===== src/rtl/instr_pkg.sv =====
// Shared definitions for the instruction encoder: format codes, field widths,
// field bit positions inside the 32-bit word, encoder FSM states and a few
// common opcode/function values.
package instr_pkg;

    // fmt input encoding
    localparam logic [1:0] FMT_R   = 2'd0;
    localparam logic [1:0] FMT_I   = 2'd1;
    localparam logic [1:0] FMT_J   = 2'd2;
    localparam logic [1:0] FMT_ILL = 2'd3;

    // field widths
    localparam int OP_W    = 6;
    localparam int REG_W   = 5;
    localparam int SHAMT_W = 5;
    localparam int FUNCT_W = 6;
    localparam int IMM_W   = 16;
    localparam int TGT_W   = 26;

    // field LSB positions (op 31:26, rs 25:21, rt 20:16, rd 15:11,
    // shamt 10:6, funct 5:0, imm 15:0, target 25:0)
    localparam int OP_LSB    = 26;
    localparam int RS_LSB    = 21;
    localparam int RT_LSB    = 16;
    localparam int RD_LSB    = 11;
    localparam int SHAMT_LSB = 6;
    localparam int FUNCT_LSB = 0;
    localparam int IMM_LSB   = 0;
    localparam int TGT_LSB   = 0;

    // opcode / function values
    localparam logic [5:0] OP_RTYPE  = 6'h00;
    localparam logic [5:0] OP_J      = 6'h02;
    localparam logic [5:0] OP_JAL    = 6'h03;
    localparam logic [5:0] OP_BEQ    = 6'h04;
    localparam logic [5:0] OP_ADDI   = 6'h08;
    localparam logic [5:0] OP_LW     = 6'h23;
    localparam logic [5:0] OP_SW     = 6'h2b;
    localparam logic [5:0] FUNCT_ADD = 6'h20;

    typedef enum logic [1:0] {
        ST_IDLE  = 2'd0,
        ST_WRITE = 2'd1,
        ST_FULL  = 2'd2
    } enc_state_e;

endpackage


===== src/rtl/instr_field_pack.sv =====
// Combinational packer: assembles a 32-bit instruction word from its fields
// according to fmt. Fields not used by the selected format are ignored.
// Ports:
//   fmt                      in  format select (R/I/J/illegal)
//   opcode..target           in  instruction fields
//   word                     out packed word (0 for illegal fmt)
//   legal                    out fmt is one of R/I/J
module instr_field_pack
    import instr_pkg::*;
(
    input  logic [1:0]  fmt,
    input  logic [5:0]  opcode,
    input  logic [4:0]  rs,
    input  logic [4:0]  rt,
    input  logic [4:0]  rd,
    input  logic [4:0]  shamt,
    input  logic [5:0]  funct,
    input  logic [15:0] imm16,
    input  logic [25:0] target,
    output logic [31:0] word,
    output logic        legal
);

    always_comb begin
        word  = '0;
        legal = 1'b1;
        case (fmt)
            FMT_R: begin
                word[OP_LSB    +: OP_W]    = opcode;
                word[RS_LSB    +: REG_W]   = rs;
                word[RT_LSB    +: REG_W]   = rt;
                word[RD_LSB    +: REG_W]   = rd;
                word[SHAMT_LSB +: SHAMT_W] = shamt;
                word[FUNCT_LSB +: FUNCT_W] = funct;
            end
            FMT_I: begin
                word[OP_LSB  +: OP_W]  = opcode;
                word[RS_LSB  +: REG_W] = rs;
                word[RT_LSB  +: REG_W] = rt;
                word[IMM_LSB +: IMM_W] = imm16;
            end
            FMT_J: begin
                word[OP_LSB  +: OP_W]  = opcode;
                word[TGT_LSB +: TGT_W] = target;
            end
            default: legal = 1'b0;
        endcase
    end

endmodule


===== src/rtl/instr_encoder.sv =====
// Instruction encoder: accepts field bundles, packs them into 32-bit words and
// writes them to consecutive word addresses of an instruction memory starting
// at BASE_ADDR. One word per two cycles at best (accept, then write).
// Optional feature macro: INSTR_ENCODER_CHECKSUM_EN adds a running XOR
// checksum output of all written words.
// Ports:
//   clk, rst_n          clock, synchronous active-low reset
//   clear               restart address/count/err without reset
//   in_valid/in_ready   bundle handshake
//   fmt..target         bundle fields
//   mem_we/addr/din     instruction-memory write port
//   count               words written so far
//   full                DEPTH words written, bundles ignored until clear
//   err                 sticky: an illegal fmt was accepted
//   checksum            (macro only) XOR of every written word
module instr_encoder
    import instr_pkg::*;
#(
    parameter logic [31:0] BASE_ADDR = 32'h0000_0000,
    parameter int          DEPTH     = 1024,
    localparam int         CW        = $clog2(DEPTH) + 1
) (
    input  logic          clk,
    input  logic          rst_n,
    input  logic          clear,
    input  logic          in_valid,
    output logic          in_ready,
    input  logic [1:0]    fmt,
    input  logic [5:0]    opcode,
    input  logic [4:0]    rs,
    input  logic [4:0]    rt,
    input  logic [4:0]    rd,
    input  logic [4:0]    shamt,
    input  logic [5:0]    funct,
    input  logic [15:0]   imm16,
    input  logic [25:0]   target,
    output logic          mem_we,
    output logic [31:0]   mem_addr,
    output logic [31:0]   mem_din,
    output logic [CW-1:0] count,
    output logic          full,
    output logic          err
`ifdef INSTR_ENCODER_CHECKSUM_EN
    ,
    output logic [31:0]   checksum
`endif
);

    localparam logic [CW-1:0] DEPTH_C = CW'(DEPTH);

    enc_state_e    state_q, state_d;
    logic [CW-1:0] count_q, count_d;
    logic          err_q, err_d;
    logic [31:0]   word_q, word_d;
    // Last word/address actually written; outputs fall back to these while
    // mem_we is low so the memory port holds steady.
    logic [31:0]   last_addr_q, last_addr_d;
    logic [31:0]   last_din_q, last_din_d;
`ifdef INSTR_ENCODER_CHECKSUM_EN
    logic [31:0]   csum_q, csum_d;
`endif

    logic [31:0]   pack_word;
    logic          pack_legal;
    logic [31:0]   wr_addr;
    logic [CW-1:0] cnt_inc;
    logic          accept;

    instr_field_pack u_pack (
        .fmt    (fmt),
        .opcode (opcode),
        .rs     (rs),
        .rt     (rt),
        .rd     (rd),
        .shamt  (shamt),
        .funct  (funct),
        .imm16  (imm16),
        .target (target),
        .word   (pack_word),
        .legal  (pack_legal)
    );

    // Address arithmetic is plain 32-bit, so it wraps past 0xFFFF_FFFC.
    assign wr_addr  = BASE_ADDR + (32'(count_q) << 2);
    assign cnt_inc  = count_q + 1'b1;

    assign in_ready = rst_n & ~clear & (state_q == ST_IDLE);
    assign accept   = in_valid & in_ready;

    // Reset or clear arriving in the WRITE cycle kills the write immediately.
    assign mem_we   = rst_n & ~clear & (state_q == ST_WRITE);
    assign mem_addr = mem_we ? wr_addr : last_addr_q;
    assign mem_din  = mem_we ? word_q  : last_din_q;
    assign count    = count_q;
    assign full     = (state_q == ST_FULL);
    assign err      = err_q;
`ifdef INSTR_ENCODER_CHECKSUM_EN
    assign checksum = csum_q;
`endif

    always_comb begin
        state_d     = state_q;
        count_d     = count_q;
        err_d       = err_q;
        word_d      = word_q;
        last_addr_d = last_addr_q;
        last_din_d  = last_din_q;
`ifdef INSTR_ENCODER_CHECKSUM_EN
        csum_d      = csum_q;
`endif
        if (clear) begin
            state_d = ST_IDLE;
            count_d = '0;
            err_d   = 1'b0;
`ifdef INSTR_ENCODER_CHECKSUM_EN
            csum_d  = '0;
`endif
        end else begin
            case (state_q)
                ST_IDLE: begin
                    if (accept) begin
                        if (pack_legal) begin
                            word_d  = pack_word;
                            state_d = ST_WRITE;
                        end else begin
                            err_d   = 1'b1;
                        end
                    end
                end
                ST_WRITE: begin
                    count_d     = cnt_inc;
                    last_addr_d = wr_addr;
                    last_din_d  = word_q;
`ifdef INSTR_ENCODER_CHECKSUM_EN
                    csum_d      = csum_q ^ word_q;
`endif
                    state_d     = (cnt_inc == DEPTH_C) ? ST_FULL : ST_IDLE;
                end
                ST_FULL: ;
                default: state_d = ST_IDLE;
            endcase
        end
    end

    always_ff @(posedge clk) begin
        if (!rst_n) begin
            state_q     <= ST_IDLE;
            count_q     <= '0;
            err_q       <= 1'b0;
            word_q      <= '0;
            last_addr_q <= BASE_ADDR;
            last_din_q  <= '0;
`ifdef INSTR_ENCODER_CHECKSUM_EN
            csum_q      <= '0;
`endif
        end else begin
            state_q     <= state_d;
            count_q     <= count_d;
            err_q       <= err_d;
            word_q      <= word_d;
            last_addr_q <= last_addr_d;
            last_din_q  <= last_din_d;
`ifdef INSTR_ENCODER_CHECKSUM_EN
            csum_q      <= csum_d;
`endif
        end
    end

endmodule

===== config.mk =====
export PLATFORM = sky130hd
export DESIGN_NAME = instr_encoder
export DESIGN_NICKNAME = d
export VERILOG_FILES = /design/src/rtl/instr_pkg.sv /design/src/rtl/instr_field_pack.sv /design/src/rtl/instr_encoder.sv
export SDC_FILE = /design/constraint.sdc
export NUM_CORES = 1
export LEC_CHECK = 0
export ABC_AREA = 1
export CAP_MARGIN = 20
export CORE_MARGIN = 2
export CORE_UTILIZATION = 44
export DETAILED_ROUTE_END_ITERATION = 6
export PLACE_DENSITY = 0.78
export SKIP_CTS_REPAIR_TIMING = 1
export SLEW_MARGIN = 20
export SYNTH_ARGS = -nofsm -noshare
export SYNTH_HDL_FRONTEND = slang
export SYNTH_SLANG_ARGS = --single-unit

===== constraint.sdc =====
create_clock -name clk -period 3.1 [get_ports clk]
set_input_delay 0.93 -clock clk [delete_from_list [all_inputs] [get_ports clk]]
set_output_delay 0.93 -clock clk [all_outputs]
set_load 0.02 [all_outputs]

==> summary.md, run 1 <==
| Metric | Value |
|---|---|
| Top cells by area, synth | `dfxtp_1, nand2_1, o21ai_0` |
| Top cell type by total area after synthesis | `dfxtp_1` |
| FF+latch count, synth | `89` |
| P&R area growth vs syn | `39.6%` |
| FF+latch area | `1780 µm²` |
| Drt total wl | `11,700 µm` |
| GRT overflow | `0` |
| Post-Layout Cell Count | `901` |
| Nature of the critical path endpoint | `primary output` |
| VDD IR-drop max | `0.264 mV` |
| Design Area, Final | `5850 µm²` |
| RePlAce Congestion | `0.840` |
| CP max stage delay | `0.27 ns` |
| Antenna violations before repair | `0` |
| GRT Overall Usage | `21.8%` |
| Root buffer cell | `clkbuf_8` |
| Via count | `4,382` |
| Final max-slew violation count | `0` |
| Deepest clock path buffer count | `2` |
| Global-route wire length before repair | `17,900 µm` |
| Vias in the first global route | `4,037` |
| # IOs | `159` |
| Status | `finished, final reports clean` |
| Detailed Place HPWL | `8410 µm` |
| Worst Setup Start Kind | `input pin` |
| ANT cells | `0` |
| Clock Sinks | `89` |
| Post-synth EDFFs | `0` |
| H-tree Lvls | `3` |
| Routed vias/inst | `4.86` |
| Worst skew pair latency | `0.35 ns` |
| Max Fanout on Critical Path | `10` |
| Final Hold Fails | `0` |
| Worst-margin pin slew | `0.684 ns` |
| Share of cells above drive strength 1 | `12.6%` |
| TritonCTS clock tree | `done` |
| DP Cell Count | `880` |
| Fraction of registers with async set/reset | `0%` |
| Library cells used by synthesis | `24` |
| Fmax achieved | `0.323 GHz` |
| Die footprint | `10,300 µm²` |
| Hold Path Class | `reg -> reg` |
| Crit path DAT | `2.17 ns` |
| Final Cycle Share | `99.9%` |
| WS Path Type | `in -> out` |
| Slew margin rel. | `54.1%` |
| Max stage delay cell, worst path | `or2_4` |
| Row count | `35` |
| CP bufs+invs | `5` |
| Most common cell in the synthesized netlist | `nand2_1` |
| DRT Pass-1 Iters | `4` |
| Leak | `2.50 nW` |
| Post-synthesis sequential area ratio | `42.5%` |
| Number of max-cap violations | `0` |
| Final antenna-violating net count | `0` |
| Post-detailed-route wirelength per cell | `13.0 µm` |
| Initial DRC Count | `171` |
| Die W | `102 µm` |
| Syn. warnings | `0` |
| I/O Buffers | `137` |
| Crit-path leading delay family | `buffers and inverters` |
| Reg clk slew, reported paths | `0.09 ns` |
| Num CTS Buffers | `9` |
| Initial Util | `45.3%` |
| Chip height | `102 µm` |
| Worst path cell trace | `dlymetal6s2s_1, or2_4, nor2_4, buf_12, buf_12, buf_4, o21ai_0, buf_4` |
| Cell count after synthesis | `623` |
| Fin crit period | `3.10 ns` |
| RSZ-0062 raised after global routing | `true` |
| Pwr Density | `387 nW/µm²` |
| Largest net degree at the start of global routing | `39` |
| Core area | `9240 µm²` |
| Final setup viols | `0` |
| Syn Std Cell Area | `4190 µm²` |
| Nets | `848` |
| Clk_skew | `0.0105 ns` |
| Final core occ | `63.3%` |
| Post-placement cell area | `5660 µm²` |
| # DRC | `0` |
| Post-Syn Area per Cell | `6.72 µm²` |
| Top FF cell, synth | `dfxtp_1` |
| List of most frequent post-synthesis cells | `nand2_1, o21ai_0, dfxtp_1, inv_1, a21oi_1` |
| Worst EP required | `2.17 ns` |
| Area share of the largest cell type after synthesis | `42.5%` |
| Fillers | `850` |
| Multi-input gate area | `1880 µm²` |
## power breakdown
| part | switching (mW) | leakage, nW | internal, mW |
|---|---|---|---|
| clock network | 0.434 | 0.0992 | 0.386 |
| registers | 0.0108 | 0.718 | 1.16 |
| logic | 0.135 | 1.68 | 0.138 |
## registers in the layout (all words and copies together) (netlist names)
name,count
count,11
state_q,2
word_q,32
last_addr_q,11
err,1
last_din_q,32
## metal layers
metal	routed length (µm)	GRT usage [%]
met5	0	0
met4	183	8.42
met3	873	5.80
met2	5850	37.7
met1	4800	25.7
## layout make-up
cell class	instances	area share (%)
multi-input combinational	423	32.2
inverter	81	5.20
timing repair buffer	163	25.8
sequential	89	30.5
tap	129	2.76
clock buffer	9	2.12
clock inverter	7	1.50
## path summary, 6_finish.rpt
kind                                              from  depth (start not counted)                       to  slack [ns]
worst max-delay path                             clear                          8              mem_din[18]       0.003
worst min-delay path            word_q[5]$_SDFFE_PN0P_                          2   word_q[5]$_SDFFE_PN0P_        0.47
worst max register to register   count[0]$_SDFFE_PP0P_                          9  state_q[1]$_SDFFE_PP0P_        1.23
worst min register to register  word_q[5]$_SDFFE_PN0P_                          2   word_q[5]$_SDFFE_PN0P_        0.47
## worst reg2reg max path, cell delays in order (launching register included)
cell,delay (ns)
dfxtp_1,0.51
ha_1,0.25
nand2_1,0.13
nor2_1,0.28
nand3_1,0.13
nand2_1,0.08
nand2_1,0.08
nor2_1,0.13
nand3_1,0.09
a21oi_1,0.12
## layout by cell type, fill, tap and decap left out, types with 2 or more instances in the layout
master and instances:
o21ai_2 5, nand2_1 189, buf_2 13, clkbuf_8 9, o21bai_1 2, o211ai_1 3
inv_1 78, dlymetal6s2s_1 3, o21ai_1 17, clkbuf_16 3, buf_6 4, a31oi_1 2
buf_12 4, nand3_1 25, clkinvlp_4 2, nor2_1 28, conb_1 21, o21ai_0 88
buf_4 29, dfxtp_1 89, a21oi_1 34, clkbuf_2 17, inv_2 2, inv_6 2
clkdlybuf4s50_1 90, nand4_1 4
## metrics by stage
stage | setup TNS (ns) | hold WS (ns) | total power, mW | setup WS, ns
floorplan | -0.304 | 0.436 | 1.33 | -0.0608
global placement | -31.08 | 0.451 | 1.46 | -0.803
detailed placement | -32.71 | 0.456 | 1.46 | -0.820
CTS | -32.83 | 0.470 | 2.27 | -0.835
global route | -0.298 | 0.486 | 2.35 | -0.0427
finish | 0 | 0.470 | 2.26 | 0.00350
## kinds of logic (layout without fill, tap and decap cells)
family          count (synthesis)  count (layout)  share of synthesized area [%]
simple gates                  250             250                           23.9
buf+inv                       131             260                           14.8
fa+ha+maj                       1               1                          0.299
flops                          89              89                           42.5
other cells                     1              21                         0.0895
compound gates                151             151                           18.4
Note: power is estimated with default switching activity, not from simulation.
==> run 2: changes to the inputs <==
--- a/config.mk
+++ b/config.mk
@@ -6,6 +6,7 @@
 export NUM_CORES = 1
 export LEC_CHECK = 0
 export ABC_AREA = 1
+export ABC_CLOCK_PERIOD_IN_PS = 3100
 export CAP_MARGIN = 20
 export CORE_MARGIN = 2
 export CORE_UTILIZATION = 44
==> results of run 2 <==
Same layout as run 1: the final DEF is identical, and so are final timing and power.
